### src/rtl/key_cursor_ctrl.sv
// Keypad-driven cursor controller: key FIFO feeding an IDLE/FETCH/EXEC command FSM.
// Define CURSOR_WRAP_EN to make cursor motion wrap (x mod 16, y mod 12) instead of saturating.
module key_cursor_ctrl #(
  parameter int FIFO_DEPTH = 4
) (
  input  logic       clk,
  input  logic       rst,
  input  logic [3:0] key_code,
  input  logic       key_valid,
  output logic [3:0] cursor_x,
  output logic [3:0] cursor_y,
  output logic       shift_mode,
  output logic       cell_we,
  output logic [3:0] cell_x,
  output logic [3:0] cell_y,
  output logic [3:0] cell_val,
  output logic       busy,
  output logic       ovf
);

  localparam int AW = $clog2(FIFO_DEPTH);
  localparam logic [AW:0] CNT_FULL = (AW+1)'(FIFO_DEPTH);

  localparam logic [3:0] K_SHIFT  = 4'h0;
  localparam logic [3:0] K_ONE    = 4'h1;
  localparam logic [3:0] K_TWO    = 4'h2;
  localparam logic [3:0] K_THREE  = 4'h3;
  localparam logic [3:0] K_FIVE   = 4'h5;
  localparam logic [3:0] K_BUP    = 4'h6;
  localparam logic [3:0] K_BDOWN  = 4'h7;
  localparam logic [3:0] K_BLEFT  = 4'h8;
  localparam logic [3:0] K_BRIGHT = 4'h9;
  localparam logic [3:0] K_SPACE  = 4'hA;
  localparam logic [3:0] K_ENTER  = 4'hE;
  localparam logic [3:0] K_WAIT   = 4'hF;

  typedef enum logic [1:0] {IDLE, FETCH, EXEC} state_t;

  state_t state, state_next;

  logic [3:0]    fifo_mem [FIFO_DEPTH];
  logic [AW-1:0] rd_ptr, wr_ptr;
  logic [AW:0]   count;
  logic [3:0]    cmd;
  logic          empty, full, push_req, push, pop, exec;

  assign empty    = (count == '0);
  assign full     = (count == CNT_FULL);
  assign push_req = key_valid && (key_code != K_WAIT);
  // A full FIFO still accepts a key in the same cycle the FSM pops its head.
  assign push     = push_req && (!full || pop);

  always_ff @(posedge clk or negedge rst) begin
    if (!rst) begin
      rd_ptr <= '0;
      wr_ptr <= '0;
      count  <= '0;
      ovf    <= 1'b0;
    end else begin
      if (push) wr_ptr <= wr_ptr + 1'b1;
      if (pop)  rd_ptr <= rd_ptr + 1'b1;
      case ({push, pop})
        2'b10:   count <= count + 1'b1;
        2'b01:   count <= count - 1'b1;
        default: ;
      endcase
      if (push_req && !push) ovf <= 1'b1;
    end
  end

  always_ff @(posedge clk) begin
    if (push) fifo_mem[wr_ptr] <= key_code;
  end

  always_ff @(posedge clk or negedge rst) begin
    if (!rst) begin
      state <= IDLE;
      cmd   <= '0;
    end else begin
      state <= state_next;
      if (pop) cmd <= fifo_mem[rd_ptr];
    end
  end

  always_comb begin
    state_next = state;
    case (state)
      IDLE:    if (!empty) state_next = FETCH;
      FETCH:   state_next = EXEC;
      EXEC:    state_next = IDLE;
      default: state_next = IDLE;
    endcase
  end

  always_comb begin
    pop  = (state == FETCH);
    exec = (state == EXEC);
    busy = !empty || (state != IDLE);
  end

  // Six bits keep x+4 (up to 19) from overflowing before the range limit is applied.
  function automatic logic [3:0] limit(input logic signed [5:0] v, input logic signed [5:0] span);
    logic signed [5:0] r;
    r = v;
`ifdef CURSOR_WRAP_EN
    if (v < 6'sd0)        r = v + span;
    else if (v >= span)   r = v - span;
`else
    if (v < 6'sd0)        r = 6'sd0;
    else if (v >= span)   r = span - 6'sd1;
`endif
    return 4'(r);
  endfunction

  logic signed [5:0] step, x_s, y_s;

  always_comb begin
    step = shift_mode ? 6'sd4 : 6'sd1;
    x_s  = $signed({2'b00, cursor_x});
    y_s  = $signed({2'b00, cursor_y});
  end

  always_ff @(posedge clk or negedge rst) begin
    if (!rst) begin
      cursor_x   <= '0;
      cursor_y   <= '0;
      shift_mode <= 1'b0;
      cell_we    <= 1'b0;
      cell_x     <= '0;
      cell_y     <= '0;
      cell_val   <= '0;
    end else begin
      cell_we <= 1'b0;
      if (exec) begin
        case (cmd)
          K_SHIFT:  shift_mode <= ~shift_mode;
          K_BUP:    cursor_y <= limit(y_s - step, 6'sd12);
          K_BDOWN:  cursor_y <= limit(y_s + step, 6'sd12);
          K_BLEFT:  cursor_x <= limit(x_s - step, 6'sd16);
          K_BRIGHT: cursor_x <= limit(x_s + step, 6'sd16);
          K_ONE, K_TWO, K_THREE, K_FIVE, K_SPACE: begin
            cell_we  <= 1'b1;
            cell_x   <= cursor_x;
            cell_y   <= cursor_y;
            cell_val <= (cmd == K_SPACE) ? 4'd0 : cmd;
          end
          K_ENTER: begin
            cursor_x   <= '0;
            cursor_y   <= '0;
            shift_mode <= 1'b0;
          end
          default: ;
        endcase
      end
    end
  end

endmodule

### config.mk
export PLATFORM = sky130hd
export DESIGN_NAME = key_cursor_ctrl
export DESIGN_NICKNAME = d
export VERILOG_FILES = /design/src/rtl/key_cursor_ctrl.sv
export SDC_FILE = /design/constraint.sdc
export NUM_CORES = 1
export LEC_CHECK = 0
export BUFFER_PORTS_ARGS = -buffer_cell sky130_fd_sc_hd__buf_2
export CORE_MARGIN = 2
export CORE_UTILIZATION = 35
export CTS_BUF_LIST = sky130_fd_sc_hd__clkbuf_8
export CTS_CLUSTER_SIZE = 20
export DETAILED_ROUTE_END_ITERATION = 10
export SYNTH_ARGS = -nofsm -noshare
export SYNTH_HDL_FRONTEND = slang
export SYNTH_SLANG_ARGS = --single-unit
### constraint.sdc
create_clock -name clk -period 2.2 [get_ports clk]
set_clock_uncertainty 0.2 [all_clocks]
set_input_delay 0.44 -clock clk [delete_from_list [all_inputs] [get_ports clk]]
set_output_delay 0.44 -clock clk [all_outputs]
set_load 0.01 [all_outputs]
# --- Word level (Yosys, flattened, before mapping) ---
# Memories as Yosys holds them, arrays and structs flattened. A register that Yosys moved wholly into a read port is not among the register bits.
# Cells that the tools add are included.
totals:
  ff_bits: 32
  mem_bits_rw: 16
  inputBits: 7
  out_inout_bits: 24
  memories: 1
op_classes:
  add_sub_neg: 8
  n_lt_le_gt_ge: 8
  n_eq_ne: 17
  mux: 20
  n_bitwise: 1
  reduce_logical: 22
mem_list:
  columns: ["name", "depth", "width", "read_ports", "rd_ports_with_merged_regs", "wr", "line_no", "rtl"]
  rows:
  - ["fifo_mem", 4, 4, 1, 1, 1, "41", "logic [3:0] fifo_mem [FIFO_DEPTH];"]
ops:
  columns: ["cell", "n"]
  rows:
  - ["$mux 4", 9]
  - ["$pmux 4 s3", 2]
  - ["$lt 5x1->1 const B", 4]
  - ["$eq 4x4->1 const B", 4]
  - ["$eq 4x3->1 const B", 3]
  - ["$add 4x3->5", 2]
  - ["$ge 5x5->1 const B", 2]
  - ["$sub 4x3->5", 2]
  - ["$eq 4x2->1 const B", 2]
  - ["$reduce_and 2->1", 4]
  - ["$ge 5x6->1 const B", 1]
  - ["$pmux 3 s2", 1]
  - ["$reduce_bool 2->1", 3]
  - ["$reduce_bool 3->1", 2]
  - ["$ge 5x4->1 const B", 1]
  - ["$reduce_or 5->1", 1]
  - ["$add 2x1->2 const B", 2]
  - ["$eq 2x1->1 const B", 2]
  - ["$eq 2x2->1 const B", 2]
  - ["$eq 4x1->1 const B", 1]
  - ["$logic_not 1->1", 4]
  - ["$logic_not 4->1", 1]
  - ["$mux 1", 4]
  - ["$ne 4x4->1 const B", 1]
  - ["other kinds (13)", 16]

# --- Depth between registers and ports, before layout ---
# Gate-level depths: netlist of the first run.
depth:
  depth_word: 6
  depth_mapped: 11
  ltp_nobuf: 10

# --- Worst setup path after synthesis of the first run ---
# OpenSTA, ideal clock, no wires.
synth_timing:
  path_kind: "reg2reg"
  start: "reg state[0]"
  end: "reg count[2]"
  setup_time_ps: 79
  arrival_time_ps: 2063
  required_ps: 1921
  setup_slack_ps: -142
  path_stages_with_launch: 12
  path_buffers: 1
  period_less_slack_ps: 2342
  cell_sequence: "dfrtp_1 -> nor2b_1 -> buf_2 -> nor3_1 -> a21oi_2 -> inv_1 -> ha_1 -> inv_1 -> fa_1 -> xor2_1 -> nor2_1 -> xor2_1"
synth_via:
  elab_chain_len: 5
synth_rtl:
  columns: ["item", "line_no", "rtl"]
  rows:
  - ["start, declared", "39", "state_t state, state_next;"]
  - ["start signal, assigned", "80", "state <= state_next;"]
  - ["$eq 2x1->1 *", "96", "pop = (state == FETCH);"]
  - ["$logic_or 1x1->1", "51", "assign push = push_req && (!full || pop);"]
  - ["$logic_and 1x1->1", "51", null]
  - ["$eq 2x1->1 or $eq 2x2->1 (tied branches)", "62", "case ({push, pop})"]
  - ["$pmux 3 s2 or $reduce_bool 2->1 (tied branches)", null, null]
  - ["end signal, assigned", "63", "2'b10: count <= count + 1'b1;"]
  - ["end signal, assigned", "64", "2'b01: count <= count - 1'b1;"]
  - ["end, declared", "43", "logic [AW:0] count;"]
# Every way passes the cells marked *; elsewhere a longest branch is shown, timed or not.
# A chain may end at the register's enable or synchronous reset.

# --- Worst setup path in the final report of the first run ---
# Same ends and word-level chain as after synthesis.

==> flow_summary_export.csv, run 1 <==
group,metric,value,unit
yosys,synth-edff-count,16,
cts,max_root_sink_buffers,2,
min_path,hp-class,"in -> reg",
cts,worst_setup_hold_path_clk_slew,0.11,ns
floorplan,std_cell_rows,32,
floorplan,die_h,92.9,um
setup_path,worstPathMaxFanout,3,
global_route,grt_antenna_before_repair,0,
yosys,synthesis.instances,234,
status,run_status,"complete, no violations",
yosys,ys.flop_type,"sky130_fd_sc_hd__dfrtp_1",
pwr,p_leak,0.00142,uW
final_layout,syn2layout_area_growth,17.9,%
sta,slew_viol_final,0,
global_route,grt_start_max_net_pins,37,
routing,post_route_antenna_net_violation_count,0,
sta,final_period_minus_worst_setup_slack,2.12,ns
setup_path,crit_path_end_kind,"register",
cts,worstSkewPairLatency,0.32,ns
routing,firstDrtPassIters,4,
place,hpwlAfterDp,3750,um
final_layout,final_common_cell,"sky130_fd_sc_hd__dfrtp_1",
yosys,postSynthNetCount,259,
sta,final_hold_violation_count,0,
yosys,async_flop_share,0.692,
place,gp_congestion,0.827,
final_layout,mostFrequentLayoutCells,"sky130_fd_sc_hd__dfrtp_1, sky130_fd_sc_hd__buf_2, sky130_fd_sc_hd__nor2_1, sky130_fd_sc_hd__buf_4",
yosys,ys.warnings.count,0,
cts,cts_buffers,5,
sta,hold-worst-slack,0.150,ns
pwr,design_power_total,4720,uW
cts,clock_tree.root_cell,"sky130_fd_sc_hd__clkbuf_8",
final_layout,layout-drive-gt1-share,0.319,
global_route,grt_first_pass_wirelength,9010,um
final_layout,design.final.nets,306,
sta,grt_setup_unrepaired,"true",
sta,tightestPinTransition,0.496,ns
setup_path,worstSetupPathType,"reg -> reg",
floorplan,die-width,92.9,um
routing,detail_route.wl_per_cell,13.8,um
yosys,mappedNetlistArea,0.00277,sq mm
setup_path,crit_path_start_kind,"register",
global_route,gr_util_all_layers,0.132,
sta,fmax,472,MHz
cts,cts.sink_count,52,
cts,tritoncts_clock_tree,"yes",
place,port-buffer-count,30,
sta,timing.final.setup_violations,0,
global_route,via_count_of_the_first_global_routing_pass,1873,
yosys,synth.avg_cell_area,11.8,sq um
cts,clock_h_tree_levels,2,
sta,max_slew_margin,0.669,
routing,finalWirelength,5290,um
routing,vias,1883,
pwr,power.density_cell_area,1450,mW/mm^2
routing,drcViolationCount,0,
routing,avgViaCountPerCell,4.90,
floorplan,core_area,0.00769,sq mm
floorplan,floorplan.die_area,0.00864,sq mm
setup_path,arrival,2.16,ns
floorplan,start_util,0.360,
yosys,synth_sequential_area_ratio,0.499,
yosys,yosys.cell_types.count,59,
pwr,ir_worst_vdd,702,uV
sta,post-route-period-util,0.962,
final_layout,antenna-diode-count,0,
floorplan,design.portCount,31,
run,drv_cap,0,
routing,detail_route.iter0.violations,74,
global_route,globalRoute.totalOverflow,0,
yosys,yosys_register_bits,52,
setup_path,worst_ep_required_time,2.24,ns
synth_stat cells (all sizes together), types with 3 or more instances:
cell type  count  area share
inv           12       0.016
nor2          17       0.023
dfrtp         36        0.33
nor3           3      0.0054
edfxtp        16        0.17
ha            17       0.077
o21ai         12       0.023
nor2b          5       0.011
xor2           5       0.016
o21a           3      0.0081
nand2b         6       0.014
mux2i          3       0.011
mux4           4       0.033
buf            4      0.0095
nor3b          3      0.0099
and2           4      0.0090
xnor2          5       0.016
nand2         14       0.020
clkbuf         4      0.0068
nand3          4       0.012
a21oi          9       0.018
mux2          16       0.065
path summary, 6_finish.rpt:
kind                                   from              to  slack [ns]  cells past startpoint
max in group asynchronous               rst     cursor_x[0]        0.95                      3
worst max-delay path               state[0]        count[2]        0.08                     10
worst max register to register     state[0]        count[2]        0.08                     10
worst min-delay path            key_code[3]  fifo_mem[3][3]        0.15                      1
min in group asynchronous               rst     cursor_y[3]        0.50                      3
worst min register to register          ovf             ovf        0.29                      1
per-layer routing:
layer,GRT usage,vias to the layer above,share of wire
met4,0.0368,0,0.0091
met3,0.0293,4,0.043
li1,-,937,-
met1,0.174,909,0.48
met5,0,-,0
met2,0.219,33,0.46
sequential cells by signal (all words and copies together) (netlist names):
name,flops
wr_ptr,2
count,3
cell_we,1
cell_x,4
state,2
cell_val,4
cmd,4
ovf,1
rd_ptr,2
fifo_mem,16
cursor_x,4
cell_y,4
cursor_y,4
shift_mode,1
power breakdown:
| part | switching, uW | total [uW] | internal (uW) |
|---|---|---|---|
| clock network | 370 | 611 | 241 |
| registers | 398 | 1750 | 1350 |
| logic | 1140 | 2360 | 1220 |
| total | 1910 | 4720 | 2810 |
final cells by class:
type / instances / area [sq um]
clock buffers: 5 / 68.8
flip-flops and latches: 52 / 1380
multi-input cells: 162 / 1320
fillers: 744 / 4420
inverters: 12 / 45.0
clock inverters: 3 / 28.8
repair buffers: 48 / 288
well taps: 102 / 128
logic make-up after synthesis:
family,after synthesis,share of synthesized area
and+or+nand+nor,67,0.137
DFF,52,0.499
AOI/OAI and AO/OA,44,0.108
muxes,23,0.108
buffers and inverters,20,0.0325
adders and majority gates,18,0.0840
xor gates and xnor gates,10,0.0316
critical path, stage by stage (launching register included):
cell and delay, ns:
sky130_fd_sc_hd__dfrtp_1 0.40, sky130_fd_sc_hd__nor2b_4 0.15, sky130_fd_sc_hd__nor3_4 0.19, sky130_fd_sc_hd__a21oi_2 0.08, sky130_fd_sc_hd__inv_1 0.06, sky130_fd_sc_hd__ha_2 0.17, sky130_fd_sc_hd__inv_1 0.05, sky130_fd_sc_hd__fa_2 0.33
sky130_fd_sc_hd__xor2_1 0.15, sky130_fd_sc_hd__nor2_1 0.12, sky130_fd_sc_hd__xor2_1 0.15
metrics by stage:
step                      std cells  TNS (ns)  setup WS [ns]  utilization  cell area, sq um
after floorplan                 234   -0.0468        -0.0468            -              2780
after global placement          373         0         0.0728        0.406              3120
after detailed placement        373         0         0.0310        0.406              3120
after CTS                       382         0        0.00106        0.420              3230
after global routing            384   -0.0773        -0.0763        0.425              3260
final                           384         0         0.0834        0.425              3260
timing repair:
item                                    CTS  global route
gates resized for setup                   0             8
endpoints found under the setup margin    0             7
hold endpoints to repair                 36             0
hold buffers                              1             0
buffers inserted                          0             2
(Power assumes the default switching activity.)
==> inputs of run 2 (changes only) <==
--- a/config.mk
+++ b/config.mk
@@ -11,6 +11,7 @@
 export CTS_BUF_LIST = sky130_fd_sc_hd__clkbuf_8
 export CTS_CLUSTER_SIZE = 20
 export DETAILED_ROUTE_END_ITERATION = 10
+export REMOVE_ABC_BUFFERS = 1
 export SYNTH_ARGS = -nofsm -noshare
 export SYNTH_HDL_FRONTEND = slang
 export SYNTH_SLANG_ARGS = --single-unit
==> flow_summary_export.csv, run 2 (same netlist as run 1, synthesis figures left out) <==
group,metric,value,unit
status,run_status,"complete, no violations",
final_layout,syn2layout_area_growth,19.8,%
setup_path,timing.critical_path.cells,"nor2b_4 -> nor3_4 -> a21oi_2 -> inv_1 -> ha_2 -> inv_2 -> fa_2 -> xor2_1 -> nor2_1 -> xor2_1",
sta,slew_viol_final,0,
final_layout,multi_input_gate_area_in_the_final_layout,0.00134,sq mm
final_layout,num-fill-cells,771,
setup_path,worstPathMaxFanout,2,
floorplan,die-width,92.9,um
floorplan,core_area,0.00769,sq mm
routing,finalWirelength,5380,um
setup_path,critPathMaxStageDelay,0.40,ns
setup_path,critical_path.n_buffers_inverters,2,
sta,final_hold_violation_count,0,
setup_path,critical-path-top-delay-family,"adder cells",
pwr,power_switching,1920,uW
sta,grt_setup_unrepaired,"true",
final_layout,largest_register_ffs,16,
place,port-buffer-count,30,
setup_path,crit_path_end_kind,"register",
cts,worstSkewPairLatency,0.31,ns
pwr,p_leak,0.00145,uW
sta,fmax,478,MHz
global_route,globalRoute.totalOverflow,0,
global_route,grt_antenna_before_repair,0,
setup_path,critical_path_s_slowest_cell,"sky130_fd_sc_hd__dfrtp_1",
cts,max_root_sink_buffers,2,
routing,avgViaCountPerCell,4.99,
cts,clock_tree.root_cell,"sky130_fd_sc_hd__clkbuf_8",
final_layout,mostFrequentLayoutCells,"sky130_fd_sc_hd__dfrtp_1, sky130_fd_sc_hd__buf_2, sky130_fd_sc_hd__buf_4, sky130_fd_sc_hd__nor2_1",
sta,max_slew_margin,0.695,
pwr,power.share.combinational,0.523,
place,placement.cell_area,0.00317,sq mm
global_route,grt_start_max_net_pins,37,
cts,tritoncts_clock_tree,"yes",
cts,cts.sink_count,52,
sta,timing.final.setup_violations,0,
routing,post_route_antenna_net_violation_count,0,
global_route,via_count_of_the_first_global_routing_pass,1965,
routing,detail_route.wl_per_cell,13.8,um
cts,cts_buffers,5,
min_path,hp-class,"in -> reg",
final_layout,layout.cell_area.non_filler,0.00332,sq mm
routing,detail_route.iter0.violations,62,
setup_path,regToRegSetupSlack,0.11,ns
pwr,power.density_cell_area,1440,mW/mm^2
global_route,gr_util_all_layers,0.132,
pwr,sw_frac_of_total,0.402,
pwr,power.sequential.fraction,0.358,
routing,vias,1942,
final_layout,most_flops_register,"fifo_mem",
final_layout,final_util,0.432,
final_layout,final_common_cell,"sky130_fd_sc_hd__dfrtp_1",
floorplan,floorplan.die_area,0.00864,sq mm
setup_path,arrival,2.13,ns
setup_path,worst_ep_required_time,2.24,ns
place,gp_congestion,0.825,
run,drv_cap,0,
floorplan,design.portCount,31,
final_layout,final_cell_count_no_fill,389,
cts,worst_setup_hold_path_clk_slew,0.10,ns
pwr,ir_worst_vdd,590,uV
sta,post-route-period-util,0.952,
floorplan,std_cell_rows,32,
place,hpwlAfterDp,3900,um
sta,tightestPinTransition,0.458,ns
global_route,grt_first_pass_wirelength,9050,um
setup_path,critPathMostFrequentCell,"sky130_fd_sc_hd__xor2_1",
final_layout,register_area,0.00138,sq mm
final_layout,layout-drive-gt1-share,0.341,
final_layout,antenna-diode-count,0,
setup_path,crit_path_start_kind,"register",
pwr,clock_power_share,0.119,
setup_path,worstSetupPathType,"reg -> reg",
floorplan,start_util,0.360,
routing,drcViolationCount,0,
cts,clock_h_tree_levels,2,
floorplan,die_h,92.9,um
pwr,internal_power,2860,uW
final_layout,design.final.nets,311,
sta,final_period_minus_worst_setup_slack,2.09,ns
routing,firstDrtPassIters,5,
place,numPlacedInstances,379,
==> run 2: cell types whose count changed in the layout (fill, tap and decap cells not counted), sizes merged <==
cell    delta
buf        +5
inv        -2
clkinv     +2
==> run 2: metal layers <==
| metal | track usage | routed length [um] | vias up |
|---|---|---|---|
| li1 | - | - | 956 |
| met1 | 0.160 | 2380 | 945 |
| met2 | 0.235 | 2780 | 34 |
| met3 | 0.0334 | 177 | 7 |
| met4 | 0.0343 | 37 | 0 |
| met5 | 0 | 0 | - |
==> run 2: repair_timing <==
item                       CTS  global route
setup endpoints to repair    3             5
hold buffers                 1             0
pin swaps                    0             3
gates resized for setup      2            10
hold endpoints to repair    36             0
buffers inserted             0             1
==> run 2: layout make-up <==
type	count	share of cell area
clock buffer	5	0.0207
clock inverter	3	0.00679
inverter	12	0.0136
multi-input combinational	162	0.402
sequential	52	0.416
tap	102	0.0385
timing repair buffer	53	0.102
==> run 2: worst paths after layout <==
path                             startpoint              to  cells past startpoint
worst max-delay path               state[0]        count[2]                     10
worst max register to register     state[0]        count[2]                     10
worst min-delay path            key_code[2]  fifo_mem[0][2]                      1
worst min register to register          ovf             ovf                      1
max in group asynchronous               rst     cell_val[1]                      3
min in group asynchronous               rst       cell_x[2]                      3
==> run 2: worst reg2reg max path, delay by kind of cell, from the launching register on <==
kind / cells / cell delay, ns
adder cells (fa/ha/maj): 2 / 0.49
AND/OR/NAND/NOR: 3 / 0.47
flip-flops: 1 / 0.40
XOR/XNOR: 2 / 0.28
buffers and inverters: 2 / 0.10
AO/OA/AOI/OAI: 1 / 0.08
==> run 2: power by group through the flow <==
| stage | combinational (uW) | sequential [uW] | clock [uW] |
|---|---|---|---|
| floorplan | 1520 | 1780 | 0 |
| global placement | 2380 | 1710 | 0 |
| detailed placement | 2440 | 1720 | 0 |
| CTS | 2460 | 1710 | 586 |
| global route | 2810 | 1780 | 621 |
| finish | 2500 | 1710 | 568 |
==> run 2: metrics by stage <==
stage          power (uW)  setup WS (ns)  TNS (ns)  hold WS, ns
4_1_cts              4750         0.0660         0        0.145
3_3_place_gp         4090         0.0490         0        0.222
6_report             4790          0.106         0        0.152
2_1_floorplan        3300         -0.142    -0.255      -0.0556
3_5_place_dp         4160         0.0134         0        0.226
5_1_grt              5210        -0.0395   -0.0721        0.146
==> inputs of run 3 (changes only) <==
--- a/config.mk
+++ b/config.mk
@@ -11,6 +11,7 @@
 export CTS_BUF_LIST = sky130_fd_sc_hd__clkbuf_8
 export CTS_CLUSTER_SIZE = 20
 export DETAILED_ROUTE_END_ITERATION = 10
+export RECOVER_POWER = 25
 export REMOVE_ABC_BUFFERS = 1
 export SYNTH_ARGS = -nofsm -noshare
 export SYNTH_HDL_FRONTEND = slang
==> flow_summary_export.csv, run 3 (same netlist as run 1, synthesis figures left out) <==
group,metric,value,unit
status,run_status,"complete, no violations",
sta,final_period_minus_worst_setup_slack,2.09,ns
setup_path,worstPathMaxFanout,2,
final_layout,largest_register_ffs,16,
sta,post-route-period-util,0.952,
cts,worst_setup_hold_path_clk_slew,0.09,ns
setup_path,arrival,2.13,ns
final_layout,most_flops_register,"fifo_mem",
sta,final_critical_path_setup_slack,0.106,ns
floorplan,die-width,92.9,um
floorplan,std_cell_rows,32,
floorplan,design.portCount,31,
final_layout,layout-drive-gt1-share,0.328,
routing,detail_route.iter0.violations,62,
sta,tightestPinTransition,0.459,ns
global_route,gr_util_all_layers,0.132,
floorplan,core_area,0.00769,sq mm
floorplan,start_util,0.360,
place,numPlacedInstances,379,
sta,fmax,478,MHz
setup_path,critical_path_s_slowest_cell,"sky130_fd_sc_hd__dfrtp_1",
routing,detail_route.wl_per_cell,13.9,um
global_route,grt_first_pass_wirelength,9050,um
pwr,p_leak,0.00144,uW
cts,cts_buffers,5,
setup_path,worstSetupPathType,"reg -> reg",
sta,final_hold_violation_count,0,
cts,cts.sink_count,52,
setup_path,worst_ep_required_time,2.24,ns
global_route,grt_antenna_before_repair,0,
cts,worstSkewPairLatency,0.31,ns
sta,max_slew_margin,0.694,
sta,slew_viol_final,0,
sta,timing.setup.tns,0,ns
final_layout,mostFrequentLayoutCells,"sky130_fd_sc_hd__dfrtp_1, sky130_fd_sc_hd__buf_2, sky130_fd_sc_hd__buf_4, sky130_fd_sc_hd__nor2_1",
final_layout,final_cell_count_no_fill,389,
floorplan,floorplan.die_area,0.00864,sq mm
sta,grt_setup_unrepaired,"true",
final_layout,antenna-diode-count,0,
setup_path,critPathMostFrequentCell,"sky130_fd_sc_hd__xor2_1",
run,drv_cap,0,
final_layout,syn2layout_area_growth,19.7,%
global_route,grt_start_max_net_pins,37,
pwr,ir_worst_vdd,589,uV
setup_path,timing.critical_path.cells,"nor2b_4 -> nor3_4 -> a21oi_2 -> inv_1 -> ha_2 -> inv_2 -> fa_2 -> xor2_1 -> nor2_1 -> xor2_1",
sta,hold-worst-slack,0.193,ns
global_route,globalRoute.totalOverflow,0,
pwr,power.density_cell_area,1450,mW/mm^2
cts,clock_h_tree_levels,2,
setup_path,crit_path_end_kind,"register",
place,place_worst_setup_slack,0.0134,ns
place,gp_congestion,0.825,
setup_path,crit_path_start_kind,"register",
min_path,hp-class,"in -> reg",
cts,clock_tree.root_cell,"sky130_fd_sc_hd__clkbuf_8",
pwr,design_power_total,4790,uW
final_layout,design.final.nets,311,
setup_path,critPathMaxStageDelay,0.40,ns
cts,tritoncts_clock_tree,"yes",
routing,firstDrtPassIters,5,
final_layout,final_common_cell,"sky130_fd_sc_hd__dfrtp_1",
routing,finalWirelength,5390,um
place,hpwlAfterDp,3900,um
routing,vias,1947,
cts,max_root_sink_buffers,2,
routing,avgViaCountPerCell,5.01,
routing,post_route_antenna_net_violation_count,0,
global_route,via_count_of_the_first_global_routing_pass,1965,
sta,timing.final.setup_violations,0,
floorplan,die_h,92.9,um
routing,drcViolationCount,0,
place,port-buffer-count,30,
## run 3: layer usage
layer	up-vias	GRT usage	share of wire
met5	-	0	0
met1	944	0.160	0.44
li1	957	-	-
met3	7	0.0334	0.034
met4	0	0.0343	0.0082
met2	39	0.235	0.52
## run 3: final timing paths
check	cells after the start	start	slack [ns]	to
hold / removal	2	key_valid	0.19	ovf
min in group asynchronous	3	rst	0.42	cell_x[2]
max in group asynchronous	3	rst	1.19	cell_val[1]
setup reg to reg	10	state[0]	0.11	count[2]
setup / recovery	10	state[0]	0.11	count[2]
hold reg to reg	1	ovf	0.28	ovf
## run 3: what timing repair did
action,CTS,global route
pin swaps,0,3
hold buffers,1,0
hold endpoints to repair,36,0
endpoints found under the setup margin,3,5
resized for setup,2,10
setup buffers,0,1
## run 3: stage by stage
step | utilization | cell area, sq um
after global routing | 0.431 | 3310
after floorplan | - | 2720
after CTS | 0.426 | 3280
after detailed placement | 0.413 | 3170
after global placement | 0.413 | 3170
final | 0.431 | 3310
## run 3: critical path: cells and delay by family, from the launching register on
family | cells | cell delay (ns)
fa+ha+maj | 2 | 0.49
xor+xnor | 2 | 0.28
buf+inv | 2 | 0.10
compound gates | 1 | 0.08
flops | 1 | 0.40
simple gates | 3 | 0.47
## run 3: cell type report
| class | instances | area [sq um] |
|---|---|---|
| Clock buffer | 5 | 68.8 |
| Clock inverter | 3 | 22.5 |
| Tap cell | 102 | 128 |
| Sequential cell | 52 | 1380 |
| Fill cell | 772 | 4370 |
| Multi-Input combinational cell | 162 | 1340 |
| Inverter | 12 | 45.0 |
| Timing Repair Buffer | 53 | 333 |
## run 3: where the power goes
group / switching, uW / leakage (uW) / total, uW / internal (uW)
clock: 339 / 0.0000485 / 568 / 229
combinational: 1220 / 0.000798 / 2510 / 1280
sequential: 363 / 0.000591 / 1710 / 1350
